**src/rtl/stack_pkg.sv**
```systemverilog
// ============================================================================
// Module      : stack_pkg
// Description : Shared defaults and FSM state encoding for the stack controller
// Revision    : 1.0 - initial release
// ============================================================================
`default_nettype none

package stack_pkg;

  localparam int WIDTH_DEF = 12;
  localparam int AW_DEF    = 2;

  typedef enum logic [1:0] {
    IDLE = 2'd0,
    WR   = 2'd1,
    RD   = 2'd2,
    CAP  = 2'd3
  } state_t;

endpackage

`default_nettype wire

```
**src/rtl/stack_ctrl.sv**
```systemverilog
// ============================================================================
// Module      : stack_ctrl
// Description : LIFO controller driving an external synchronous-read stackram
// Revision    : 1.0 - initial release
// ============================================================================
`default_nettype none

module stack_ctrl
  import stack_pkg::*;
#(
  parameter int WIDTH = WIDTH_DEF,
  parameter int AW    = AW_DEF
) (
  input  logic             clk,
  input  logic             rst,
  input  logic             push,
  input  logic             pop,
  input  logic [WIDTH-1:0] push_data,
  input  logic             err_clr,
  output logic [WIDTH-1:0] pop_data,
  output logic             pop_valid,
  output logic             busy,
  output logic             full,
  output logic             empty,
  output logic             err_over,
  output logic             err_under,
  output logic             err_coll,
  output logic [AW-1:0]    ram_a,
  output logic [WIDTH-1:0] ram_d,
  output logic             ram_we,
  input  logic [WIDTH-1:0] ram_q
);

  localparam logic [AW:0] c_depth = {1'b1, {AW{1'b0}}};

  state_t           r_state;
  state_t           w_state_next;
  logic [AW:0]      r_sp;
  logic [AW:0]      w_sp_dec;
  logic [AW-1:0]    r_ram_a;
  logic [WIDTH-1:0] r_ram_d;
  logic             r_ram_we;
  logic [WIDTH-1:0] r_pop_data;
  logic             r_pop_valid;
  logic             r_err_over;
  logic             r_err_under;
  logic             r_err_coll;
  logic             w_acc_push;
  logic             w_acc_pop;
  logic             w_set_over;
  logic             w_set_under;
  logic             w_set_coll;
  logic             w_full;
  logic             w_empty;

  assign w_full   = (r_sp == c_depth);
  assign w_empty  = (r_sp == '0);
  assign w_sp_dec = r_sp - 1'b1;

  // Pop has priority over push; requests only count in IDLE
  always_comb begin
    w_state_next = r_state;
    w_acc_push   = 1'b0;
    w_acc_pop    = 1'b0;
    w_set_over   = 1'b0;
    w_set_under  = 1'b0;
    w_set_coll   = 1'b0;
    case (r_state)
      IDLE: begin
        if (pop) begin
          w_set_coll = push;
          if (w_empty) begin
            w_set_under = 1'b1;
          end else begin
            w_acc_pop    = 1'b1;
            w_state_next = RD;
          end
        end else if (push) begin
          if (w_full) begin
            w_set_over = 1'b1;
          end else begin
            w_acc_push   = 1'b1;
            w_state_next = WR;
          end
        end
      end
      WR:      w_state_next = IDLE;
      RD:      w_state_next = CAP;
      CAP:     w_state_next = IDLE;
      default: w_state_next = IDLE;
    endcase
  end

  always_ff @(posedge clk) begin
    if (rst) begin
      r_state     <= IDLE;
      r_sp        <= '0;
      r_ram_a     <= '0;
      r_ram_d     <= '0;
      r_ram_we    <= 1'b0;
      r_pop_data  <= '0;
      r_pop_valid <= 1'b0;
      r_err_over  <= 1'b0;
      r_err_under <= 1'b0;
      r_err_coll  <= 1'b0;
    end else begin
      r_state     <= w_state_next;
      r_ram_we    <= w_acc_push;
      r_pop_valid <= (r_state == CAP);
      if (w_acc_push) begin
        r_ram_a <= r_sp[AW-1:0];
        r_ram_d <= push_data;
        r_sp    <= r_sp + 1'b1;
      end else if (w_acc_pop) begin
        r_ram_a <= w_sp_dec[AW-1:0];
        r_sp    <= w_sp_dec;
      end
      if (r_state == CAP) begin
        r_pop_data <= ram_q;
      end
      // A fresh error event outranks a simultaneous clear
      r_err_over  <= w_set_over  | (r_err_over  & ~err_clr);
      r_err_under <= w_set_under | (r_err_under & ~err_clr);
      r_err_coll  <= w_set_coll  | (r_err_coll  & ~err_clr);
    end
  end

  // Gating with rst keeps a reset landing in WR from committing the write
  assign ram_we    = r_ram_we & ~rst;
  assign ram_a     = r_ram_a;
  assign ram_d     = r_ram_d;
  assign pop_data  = r_pop_data;
  assign pop_valid = r_pop_valid;
  assign busy      = (r_state != IDLE);
  assign full      = w_full;
  assign empty     = w_empty;
  assign err_over  = r_err_over;
  assign err_under = r_err_under;
  assign err_coll  = r_err_coll;

endmodule

`default_nettype wire

```
**config.mk**
```make
export PLATFORM = sky130hd
export DESIGN_NAME = stack_ctrl
export DESIGN_NICKNAME = d
export VERILOG_FILES = /design/src/rtl/stack_pkg.sv /design/src/rtl/stack_ctrl.sv
export SDC_FILE = /design/constraint.sdc
export NUM_CORES = 1
export LEC_CHECK = 0
export ABC_CLOCK_PERIOD_IN_PS = 1610
export CAP_MARGIN = 5
export CORE_MARGIN = 5
export CORE_UTILIZATION = 38
export DETAILED_ROUTE_END_ITERATION = 7
export PLACE_DENSITY = 0.76
export SLEW_MARGIN = 25
export SYNTH_ARGS = -nofsm -noshare
export SYNTH_HDL_FRONTEND = slang
export SYNTH_SLANG_ARGS = --single-unit
```
**constraint.sdc**
```tcl
create_clock -name clk -period 1.61 [get_ports clk]
set_input_delay 0.322 -clock clk [delete_from_list [all_inputs] [get_ports clk]]
set_output_delay 0.322 -clock clk [all_outputs]
set_load 0.1 [all_outputs]
```
==> results of run 1 <==
## final cells by class
cell class                 count  area, um^2  share of cell area
clock inverter                 2       35.03             0.01252
inverter                       8       42.54             0.01521
timing repair buffer          81        1119              0.3998
multi-input combinational    121       744.5              0.2661
tap                           48       60.06             0.02147
sequential                    36       724.4              0.2589
clock buffer                   6       72.57             0.02594
## kinds of logic (layout without fill, tap and decap cells)
family	count (synthesis)	count (layout)	synth area share
AOI/OAI and AO/OA	38	38	0.1773
xor gates and xnor gates	1	1	0.005854
adders and majority gates	5	5	0.04181
buffers and inverters	16	97	0.05351
DFF	36	36	0.4816
muxes	1	1	0.006689
and+or+nand+nor	76	76	0.2333
## synth_stat cells
master     count
a2111oi_0      1
a211oi_1       3
a211oi_4       1
a21oi_1       18
a21oi_2        9
a22oi_1        3
a31oi_1        1
and2_1         1
and4_1         1
buf_1          2
buf_12         1
buf_2          1
clkbuf_1       4
dfxtp_1       36
ha_1           5
inv_1          7
inv_4          1
mux2i_1        1
nand2_1       48
nand2_2        3
nand2_4        1
nand2b_1       1
nand3_1        2
nand4_1        1
nor2_1        10
nor2b_1        1
nor3_1         4
nor3b_1        1
nor4b_4        1
o211ai_1       1
o311ai_1       1
or2_1          1
xor2_1         1
## timing repair
| action | 4_1_cts | 5_1_grt |
|---|---|---|
| pin swaps | 1 | 2 |
| gates cloned | 0 | 0 |
| gates resized for setup | 4 | 6 |
| buffers inserted | 2 | 5 |
| endpoints found under the setup margin | 4 | 6 |
## registers in the layout, indices dropped and copies added, names as in the netlist
register	flops
err_coll	1
err_over	1
r_sp	3
r_state	2
ram_a	2
ram_d	12
pop_valid	1
r_ram_we	1
err_under	1
pop_data	12
## per-stage QoR
step                      power [mW]  hold WS (ps)  utilization
after floorplan                2.631         448.9            -
after global placement         3.389         474.9       0.6972
after detailed placement       3.423         481.0       0.6972
after CTS                      4.262         491.2       0.7330
after global routing           4.555         506.6       0.7473
final                          4.387         486.2       0.7473
## metal layers
metal | GRT usage | vias to the layer above | routed length, um
li1 | - | 731 | -
met1 | 0.1678 | 674 | 1570
met2 | 0.2645 | 59 | 2198
met3 | 0.07025 | 4 | 457
met4 | 0.05533 | 0 | 27
met5 | 0 | - | 0
## worst max-delay path by stage
| stage | slack, ps | to |
|---|---|---|
| after floorplan | -80 | ram_a[1] |
| after global placement | -210 | ram_a[0] |
| after detailed placement | -330 | r_sp[0] |
| after CTS | 5 | full |
| after global routing | -30 | empty |
| final | 10 | empty |
## worst max-delay path, delay by kind of cell, from the launching register on
family                     cells  cell delay (ps)
and+or+nand+nor                1               90
buffers and inverters          3              360
DFF                            1              350
adders and majority gates      1              180
## power groups by stage
stage          clock network (mW)  logic [mW]  registers (mW)
2_1_floorplan                   0       0.954            1.68
3_3_place_gp                    0        2.21            1.18
3_5_place_dp                    0        2.23            1.19
4_1_cts                     0.793        2.30            1.17
5_1_grt                     0.818        2.55            1.19
6_report                    0.770        2.44            1.18
## cells in the final DEF (no fill, tap or decap), types with 2 or more instances in the layout
cell / instances
clkbuf_8: 5
inv_4: 2
nor2_1: 10
a21oi_2: 9
nand2_4: 2
nand2_1: 47
a211oi_1: 2
dfxtp_2: 3
nand2_2: 3
a21oi_1: 18
nor3_1: 3
clkdlybuf4s50_1: 27
ha_1: 4
dfxtp_1: 33
buf_4: 17
nand3_1: 2
clkinvlp_4: 2
buf_12: 35
a22oi_1: 3
inv_1: 3
==> results.py, run 1 <==
metrics = {
    "run_status": {
        "status": "finished clean",
    },
    "timing": {
        "clock_skew_ps": 2.730,
        "timing.final.crit_share": 0.9927,
        "period_needed_ps": 1598,
        "rsz0062_at_grt": "yes",
        "max_slew_margin": 0.7016,
        "timing.fmax_ghz": 0.6257,
        "finalWorstSetupSlack_ps": 11.78,
        "finalSetupViolations": 0,
        "final.setup.tns_ps": 0,
        "tightest_slew_ps": 447.7,
        "report.final.slew_viol_count": 0,
        "hold_violations": 0,
    },
    "clock_tree": {
        "clk_latency_ps": 280,
        "cts_tree": "built",
        "clock_sinks": 36,
        "clock_path_buffers": 2,
        "ctsHtreeMaxLevel": 2,
        "cts_buffers": 5,
        "clk_pin_slew_ps": 70,
        "cts_hold_buf": 0,
        "clock-root-buffer": "clkbuf_8",
    },
    "worst_setup_path": {
        "crit_arrival_ps": 1280,
        "reg2regPathDepth": 6,
        "startpoint": "r_sp[1]",
        "crit_chain": "inv_2 > ha_4 > nand2b_4 > clkinvlp_4 > buf_12",
        "crit_path_start_kind": "flop",
        "critPathMaxFanout": 3,
        "cp-end-kind": "output pin",
        "critPathMaxStageDelay_ps": 350,
        "critical_path.slowest_cell": "dfxtp_2",
        "worstReg2RegEnd": "r_sp[0]",
        "cp.required_ps": 1290,
        "reg2reg_from": "r_state[1]",
        "worstSetupPathType": "flop to output pin",
        "r2r_slack_ps": 110,
    },
    "grt": {
        "antenna_found_initial": 0,
        "grt_pass1_wl_mm": 6.348,
        "grt_pass1_vias": 1394,
        "grt_max_degree": 16,
        "grtUsageTotal": 0.1547,
        "grt_overflow_total": 0,
    },
    "detailed_routing": {
        "via_per_inst": 4.861,
        "drc_errors": 0,
        "wl_per_cell_um": 14.08,
        "drtIter0Drc": 71,
        "wirelength_mm": 4.253,
        "postRouteAntennaNets": 0,
        "first_pass_iters": 5,
        "vias": 1468,
    },
    "cells_and_area": {
        "antennaDiodeCount": 0,
        "final_nets": 287,
        "final_cell_area_um2": 2798,
        "fillCellCount": 262,
        "layout-drive-gt1-share": 0.3543,
        "area_growth_pct": 86.96,
        "final_cells": 302,
    },
    "die": {
        "core_um2": 3744,
        "fp.dieH_um": 72.76,
        "start_util": 0.3997,
        "die_w_um": 72.76,
        "rows": 22,
        "ios": 63,
        "die-area_um2": 5293,
    },
    "yosys": {
        "synthCells": 173,
        "yosysTopAreaCell": "dfxtp_1",
        "synth_seq_cells": 36,
        "synthDistinctLibCells": 33,
        "yosysSeqAreaShare": 0.4816,
        "ys_warn_count": 0,
        "syn_area_um2": 1496,
        "syn_nets": 207,
        "netlist.area_leader.share": 0.4816,
        "synth.avg_cell_area_um2": 8.650,
        "synthTopCellsByArea": "dfxtp_1, nand2_1, a21oi_1",
    },
    "placed_design": {
        "dp_slack_ps": -334.5,
        "gp_congestion": 0.7856,
        "io_buffers": 62,
        "hpwl_mm": 3.091,
        "place_inst": 287,
        "postPlaceCellArea_um2": 2610,
    },
    "pwr": {
        "switching_power_mw": 1.935,
        "intPower_mw": 2.452,
        "power.density_nw_per_um2": 1568,
        "clockPowerShare": 0.176,
        "worst_ir_drop_vdd_mv": 0.7516,
        "p_leak_nw": 1.064,
        "combPwrFrac": 0.556,
        "seqPwrFrac": 0.269,
        "switching_share": 0.4410,
    },
    "min_path": {
        "hold_path_class": "flop to flop",
        "hold_start": "pop_data[9]",
        "min_path_cells": 2,
        "hold-path-endpoint": "pop_data[9]",
    },
    "run": {
        "max_cap_violations": 0,
    },
}
(Power assumes the default switching activity.)
==> run 2, diff against run 1 <==
--- a/config.mk
+++ b/config.mk
@@ -6,7 +6,7 @@
 export NUM_CORES = 1
 export LEC_CHECK = 0
 export ABC_CLOCK_PERIOD_IN_PS = 1610
-export CAP_MARGIN = 5
+export CAP_MARGIN = 20
 export CORE_MARGIN = 5
 export CORE_UTILIZATION = 38
 export DETAILED_ROUTE_END_ITERATION = 7
==> results of run 2 <==
No change in the layout: final DEF, timing and power equal those of run 1.
